**config.mk**
```make
export PLATFORM = sky130hd
export DESIGN_NAME = code_memory_loader
export DESIGN_NICKNAME = d
export VERILOG_FILES = /design/src/rtl/code_memory_loader_pkg.sv /design/src/rtl/code_memory_loader_byte_packer.sv /design/src/rtl/code_memory_loader.sv
export SDC_FILE = /design/constraint.sdc
export NUM_CORES = 1
export LEC_CHECK = 0
export CORE_ASPECT_RATIO = 0.9
export CORE_MARGIN = 3
export CORE_UTILIZATION = 33
export DETAILED_ROUTE_END_ITERATION = 10
export DONT_BUFFER_PORTS = 1
export GPL_ROUTABILITY_DRIVEN = 0
export SYNTH_ARGS = -nofsm -noshare
export SYNTH_HDL_FRONTEND = slang
export SYNTH_SLANG_ARGS = --single-unit
```
**constraint.sdc**
```tcl
create_clock -name iCLK -period 6.94 [get_ports iCLK]
set_clock_uncertainty 0.2 [all_clocks]
set_input_delay 1.388 -clock iCLK [delete_from_list [all_inputs] [get_ports iCLK]]
set_output_delay 1.388 -clock iCLK [all_outputs]
set_load 0.01 [all_outputs]
```
**src/rtl/code_memory_loader_pkg.sv**
```systemverilog
// Shared constants and loader state encoding.
// Imported by every file of the code memory loader.
package code_memory_loader_pkg;

  localparam logic [31:0] BEGINNING_TEXT = 32'h0040_0000;
  localparam int          TEXT_WIDTH     = 32;

  typedef enum logic [2:0] {
    IDLE,
    COLLECT,
    WRITE,
    READ,
    WAIT,
    CMP,
    DONE,
    ERR
  } loaderState_t;

endpackage

```
**src/rtl/code_memory_loader_byte_packer.sv**
```systemverilog
// Packs source bytes little-endian into one code word.
// Ports: clk/rstN, clear, fire, byteData in; word, wordValid out.
module byte_packer
  import code_memory_loader_pkg::*;
(
  input  logic                  clk,
  input  logic                  rstN,
  input  logic                  clear,
  input  logic                  fire,
  input  logic [7:0]            byteData,
  output logic [TEXT_WIDTH-1:0] word,
  output logic                  wordValid
);

  logic [1:0] count;

  // Shifting in from the top leaves the first byte in [7:0].
  always_ff @(posedge clk or negedge rstN) begin
    if (!rstN) begin
      count <= 2'd0;
      word  <= '0;
    end else if (clear) begin
      count <= 2'd0;
      word  <= '0;
    end else if (fire) begin
      count <= count + 2'd1;
      word  <= {byteData, word[TEXT_WIDTH-1:8]};
    end
  end

  assign wordValid = fire && (count == 2'd3);

endmodule

```
**src/rtl/code_memory_loader.sv**
```systemverilog
// Loads a byte stream into code memory and verifies each word.
// Ports: byte source in, memory strobes/address/data, status flags.
module code_memory_loader
  import code_memory_loader_pkg::*;
#(
  parameter logic [31:0] BASE_ADDR = BEGINNING_TEXT,
  parameter int          MAX_WORDS = 4096,
  parameter int          READ_LAT  = 2
) (
  input  logic                  iCLK,
  input  logic                  iRSTn,
  input  logic                  iStart,
  input  logic [15:0]           iNumWords,
  input  logic                  iByteValid,
  input  logic [7:0]            iByteData,
  output logic                  oByteReady,
  output logic                  oWriteEnable,
  output logic                  oReadEnable,
  output logic [3:0]            oByteEnable,
  output logic [31:0]           oAddress,
  output logic [TEXT_WIDTH-1:0] oWriteData,
  input  logic [TEXT_WIDTH-1:0] iReadData,
  output logic                  oBusy,
  output logic                  oDone,
  output logic                  oError,
  output logic [31:0]           oErrAddr
);

  localparam logic [31:0] MAX_W     = 32'(MAX_WORDS);
  localparam logic [31:0] OVER_ADDR = BASE_ADDR + (MAX_W << 2);
  localparam logic [7:0]  WAIT_LAST = 8'(READ_LAT - 2);

  // Assert passes straight through; release is retimed by two flops.
  logic rstMeta, rstN;
  always_ff @(posedge iCLK or negedge iRSTn) begin
    if (!iRSTn) begin
      rstMeta <= 1'b0;
      rstN    <= 1'b0;
    end else begin
      rstMeta <= 1'b1;
      rstN    <= rstMeta;
    end
  end

  loaderState_t state, nextState, startTarget;
  logic [15:0] index, numWords;
  logic [7:0]  waitCnt;
  logic [31:0] errAddr, curAddr;
  logic [TEXT_WIDTH-1:0] word;
  logic fire, wordValid, startOk, tooBig, lastWord, match;

  assign curAddr  = BASE_ADDR + 32'({index, 2'b00});
  assign fire     = iByteValid && oByteReady;
  assign tooBig   = {16'd0, iNumWords} > MAX_W;
  assign lastWord = index == (numWords - 16'd1);
  assign match    = iReadData == word;
  assign startOk  = iStart &&
                    (state == IDLE || state == DONE || state == ERR);

  always_comb begin
    startTarget = COLLECT;
    if (iNumWords == 16'd0) startTarget = DONE;
    else if (tooBig)        startTarget = ERR;
  end

  byte_packer uPacker (
    .clk      (iCLK),
    .rstN     (rstN),
    .clear    (startOk),
    .fire     (fire),
    .byteData (iByteData),
    .word     (word),
    .wordValid(wordValid)
  );

  always_ff @(posedge iCLK or negedge rstN) begin
    if (!rstN) state <= IDLE;
    else       state <= nextState;
  end

  always_comb begin
    nextState    = state;
    oByteReady   = 1'b0;
    oWriteEnable = 1'b0;
    oReadEnable  = 1'b0;
    oByteEnable  = 4'b0000;
    oAddress     = '0;
    oWriteData   = '0;
    oBusy        = 1'b0;
    oDone        = 1'b0;
    oError       = 1'b0;
    oErrAddr     = '0;
    unique case (state)
      IDLE, DONE, ERR: begin
        oDone  = state == DONE;
        oError = state == ERR;
        if (state == ERR) oErrAddr = errAddr;
        if (iStart) nextState = startTarget;
      end
      COLLECT: begin
        oBusy      = 1'b1;
        oByteReady = 1'b1;
        if (wordValid) nextState = WRITE;
      end
      WRITE: begin
        oBusy        = 1'b1;
        oWriteEnable = 1'b1;
        oByteEnable  = 4'b1111;
        oAddress     = curAddr;
        oWriteData   = word;
        nextState    = READ;
      end
      READ: begin
        oBusy       = 1'b1;
        oReadEnable = 1'b1;
        oByteEnable = 4'b1111;
        oAddress    = curAddr;
        nextState   = (READ_LAT > 1) ? WAIT : CMP;
      end
      WAIT: begin
        oBusy    = 1'b1;
        oAddress = curAddr;
        if (waitCnt == WAIT_LAST) nextState = CMP;
      end
      CMP: begin
        oBusy    = 1'b1;
        oAddress = curAddr;
        if (!match)       nextState = ERR;
        else if (lastWord) nextState = DONE;
        else              nextState = COLLECT;
      end
      default: nextState = IDLE;
    endcase
  end

  always_ff @(posedge iCLK or negedge rstN) begin
    if (!rstN) begin
      index    <= '0;
      numWords <= '0;
      waitCnt  <= '0;
      errAddr  <= '0;
    end else begin
      if (startOk) begin
        index    <= '0;
        numWords <= iNumWords;
        if (tooBig) errAddr <= OVER_ADDR;
      end
      if (state == READ) waitCnt <= '0;
      if (state == WAIT) waitCnt <= waitCnt + 8'd1;
      if (state == CMP) begin
        if (!match)        errAddr <= curAddr;
        else if (!lastWord) index  <= index + 16'd1;
      end
    end
  end

endmodule

```
==> out/metrics.cfg <==
[final_layout]
fin_cells = 969
most-common-layout-cells = sky130_fd_sc_hd__nand2_1, sky130_fd_sc_hd__dfrtp_1, sky130_fd_sc_hd__and2_1
insertedDiodeCount = 0
mostFrequentLayoutCell = sky130_fd_sc_hd__nand2_1
num-nets-final = 779
layout-drive-gt1-share = 0.04729
area_delta_synth_final_pct = 5.376

[global_routing]
grt_pass1_wl_um = 26920
overall_fraction_of_global_route_tracks_in_use = 0.1548
grt-ovfl-total = 0
grt_max_degree = 73
grt_antenna_before_repair = 0
grt_pass1_vias = 4685

[logic_synthesis]
synthesized_netlist_cell_count = 757
synth_top_family_by_area = simple AND/OR/NAND/NOR gates
flops_latches_synth = 111
synth_compound_area_frac = 0.09884
synth-xor-area-share = 0.07013
number_of_enable_flip_flop_cells_after_synthesis = 0
synthArstFlopShare = 1.000
dominantRegCellSynth = sky130_fd_sc_hd__dfrtp_1
synth.area.mux_share = 0.02929
post_synthesis_adder_cell_area_fraction = 0.009634
syn-mean-instance-area_sq_um = 8.578
netlist_area_sq_um = 6494
ys_warn_count = 0
yosys.area_share.simple = 0.3021
synth_cell_type_count = 61
synth.yosys.seq_area_share = 0.4277

[setup_path]
r2r_end = errAddr[23]$_DFF_PN0_
critical_path_peak_fanout = 33
endpoint = oWriteData[19]
worst-endpoint-arrival_ps = 3030
critPathLaunch = state[1]$_DFFE_PN0P_
critPathCaptureType = output pin
reg2reg_from = state[0]$_DFFE_PN0P_
worstRegToRegCells = 5
timing.critical_path.from_type = flip-flop
timing.setup.critical_path_class = flip-flop to output pin
worst_ep_required_time_ps = 5350
reg2reg_slack_ps = 3240

[routing]
dr_total_vias = 4982
initialDrtViolationCount = 392
post_route_drc_violation_count = 0
antenna_left = 0
routed_via_density = 5.141
drt-pass1-iter-count = 4
routedWlPerCell_um = 17.14
finalWirelength_um = 16610

[floorplan]
ios = 166
total_die_area_sq_um = 21400
die_w_um = 153.9
core_area_sq_um = 19220
core.rowCount = 48
initial_core_util = 0.3379
die_y_extent_um = 139.1

[clocking]
cts_tree = yes
clock_insertion_delay_worst_skew_ps = 360
cts_repair_resize_count = 0
htree_num_levels = 3
cts-buffers-inserted = 9
cts_setup_buffers = 0
clock_path_buffers = 2
clk_pin_slew_worst_paths_ps = 80
hold_buffers = 0
clkSinkCount = 111
cts_root_buffer = sky130_fd_sc_hd__clkbuf_16

[power_and_ir_drop]
post-layout-total-power_uw = 2058
power.ir.vdd_worst_v = 0.0001259
power-per-cell-area_nw_per_um2 = 300.7
p_leak_uw = 0.003047

[timing]
finalMaxSlewViolations = 0
timing.final.crit_share = 0.6657
tightestPinTransition_ps = 1114
final.setup.tns_ps = 0
final.min_clock_period_ps = 4620
maxClockFrequency_mhz = 216.4
rsz0062_at_grt = no
final-hold-violation-count = 0
timing.slew.headroom = 0.2551
setup-violations-final = 0

[status]
run_status = complete, no violations

[placement]
portBuffers = 0
post-place-cells = 953
detailed_place_hpwl_um = 11980

[run]
timing.max_cap.violations = 0

[hold_path]
worstHoldPathType = flip-flop to asynchronous set/reset pin

==> metal layers <==
metal  global-route usage  share of wire  vias up
li1                     -              -     2439
met1               0.2315           0.48     2395
met2               0.2188           0.44      130
met3              0.04087          0.065       18
met4              0.04600          0.015        0
met5                    0              0        -
==> state kept, by name, summed over array words and instances, names as in the netlist <==
name           cells
waitCnt            8
rstMeta            1
uPacker.word      32
errAddr           32
rstN               1
state              3
numWords          16
index             16
uPacker.count      2
==> worst min-delay path by stage <==
| stage | from | end | depth (start not counted) |
|---|---|---|---|
| 5_1_grt | rstN$_DFF_PN0_ | uPacker.word[27]$_DFFE_PN0P_ | 0 |
| 2_1_floorplan | rstMeta$_DFF_PN0_ | rstN$_DFF_PN0_ | 0 |
| 3_3_place_gp | rstN$_DFF_PN0_ | uPacker.word[31]$_DFFE_PN0P_ | 0 |
| 3_5_place_dp | rstN$_DFF_PN0_ | uPacker.word[31]$_DFFE_PN0P_ | 0 |
| 4_1_cts | rstN$_DFF_PN0_ | uPacker.word[31]$_DFFE_PN0P_ | 0 |
| 6_report | rstN$_DFF_PN0_ | uPacker.word[31]$_DFFE_PN0P_ | 0 |
==> synth_stat cells (5+ instances only) <==
| cell | number | share of area |
|---|---|---|
| sky130_fd_sc_hd__a21oi_1 | 41 | 0.032 |
| sky130_fd_sc_hd__and2_1 | 84 | 0.081 |
| sky130_fd_sc_hd__and3_1 | 20 | 0.019 |
| sky130_fd_sc_hd__buf_2 | 5 | 0.0039 |
| sky130_fd_sc_hd__buf_4 | 18 | 0.021 |
| sky130_fd_sc_hd__clkbuf_1 | 43 | 0.025 |
| sky130_fd_sc_hd__dfrtp_1 | 111 | 0.43 |
| sky130_fd_sc_hd__ha_1 | 5 | 0.0096 |
| sky130_fd_sc_hd__inv_1 | 13 | 0.0075 |
| sky130_fd_sc_hd__mux2i_1 | 19 | 0.029 |
| sky130_fd_sc_hd__nand2_1 | 159 | 0.092 |
| sky130_fd_sc_hd__nand3_1 | 32 | 0.025 |
| sky130_fd_sc_hd__nand4_1 | 20 | 0.019 |
| sky130_fd_sc_hd__nor2_1 | 11 | 0.0064 |
| sky130_fd_sc_hd__nor3_1 | 14 | 0.011 |
| sky130_fd_sc_hd__nor4_1 | 13 | 0.013 |
| sky130_fd_sc_hd__o21ai_0 | 19 | 0.015 |
| sky130_fd_sc_hd__o21ai_1 | 10 | 0.0077 |
| sky130_fd_sc_hd__xnor2_1 | 43 | 0.058 |
| sky130_fd_sc_hd__xor2_1 | 9 | 0.012 |
==> per-stage QoR <==
step                      hold WS (ps)  setup slack (ps)  utilization  cell area [sq um]
after floorplan                  131.2              3419            -               6546
after global placement           110.9              2810       0.3404               6541
after detailed placement         118.2              2624       0.3404               6541
after CTS                        127.8              2230       0.3561               6843
after global routing             159.5              2036       0.3561               6843
final                            100.1              2320       0.3561               6843
==> final cells by class <==
class / instances / area, sq um
well taps: 250 / 312.8
flip-flops and latches: 111 / 2781
clock buffers: 9 / 225.2
clock inverters: 7 / 76.32
repair buffers: 3 / 22.52
fillers: 2001 / 12380
inverters: 13 / 48.80
multi-input cells: 576 / 3376
==> power by group <==
group	internal [uW]	switching (uW)	total [uW]	leakage (uW)
registers	727	139	866	0.00150
logic	214	444	658	0.00140
clock network	260	273	533	0.000150
total	1200	857	2060	0.00305
==> cells by family after synthesis <==
| logic type | count (synthesis) |
|---|---|
| other | 2 |
| AND/OR/NAND/NOR | 382 |
| flip-flops | 111 |
| adder cells (fa/ha/maj) | 5 |
| XOR/XNOR | 52 |
| AO/OA/AOI/OAI | 102 |
| multiplexers | 19 |
| buffers and inverters | 84 |
==> critical path, cell delays in order (launching register included) <==
cell and delay [ps]:
sky130_fd_sc_hd__dfrtp_1 520, sky130_fd_sc_hd__nor2b_1 860, sky130_fd_sc_hd__nor2b_2 980, sky130_fd_sc_hd__and2_1 310
(Power assumes the default switching activity.)
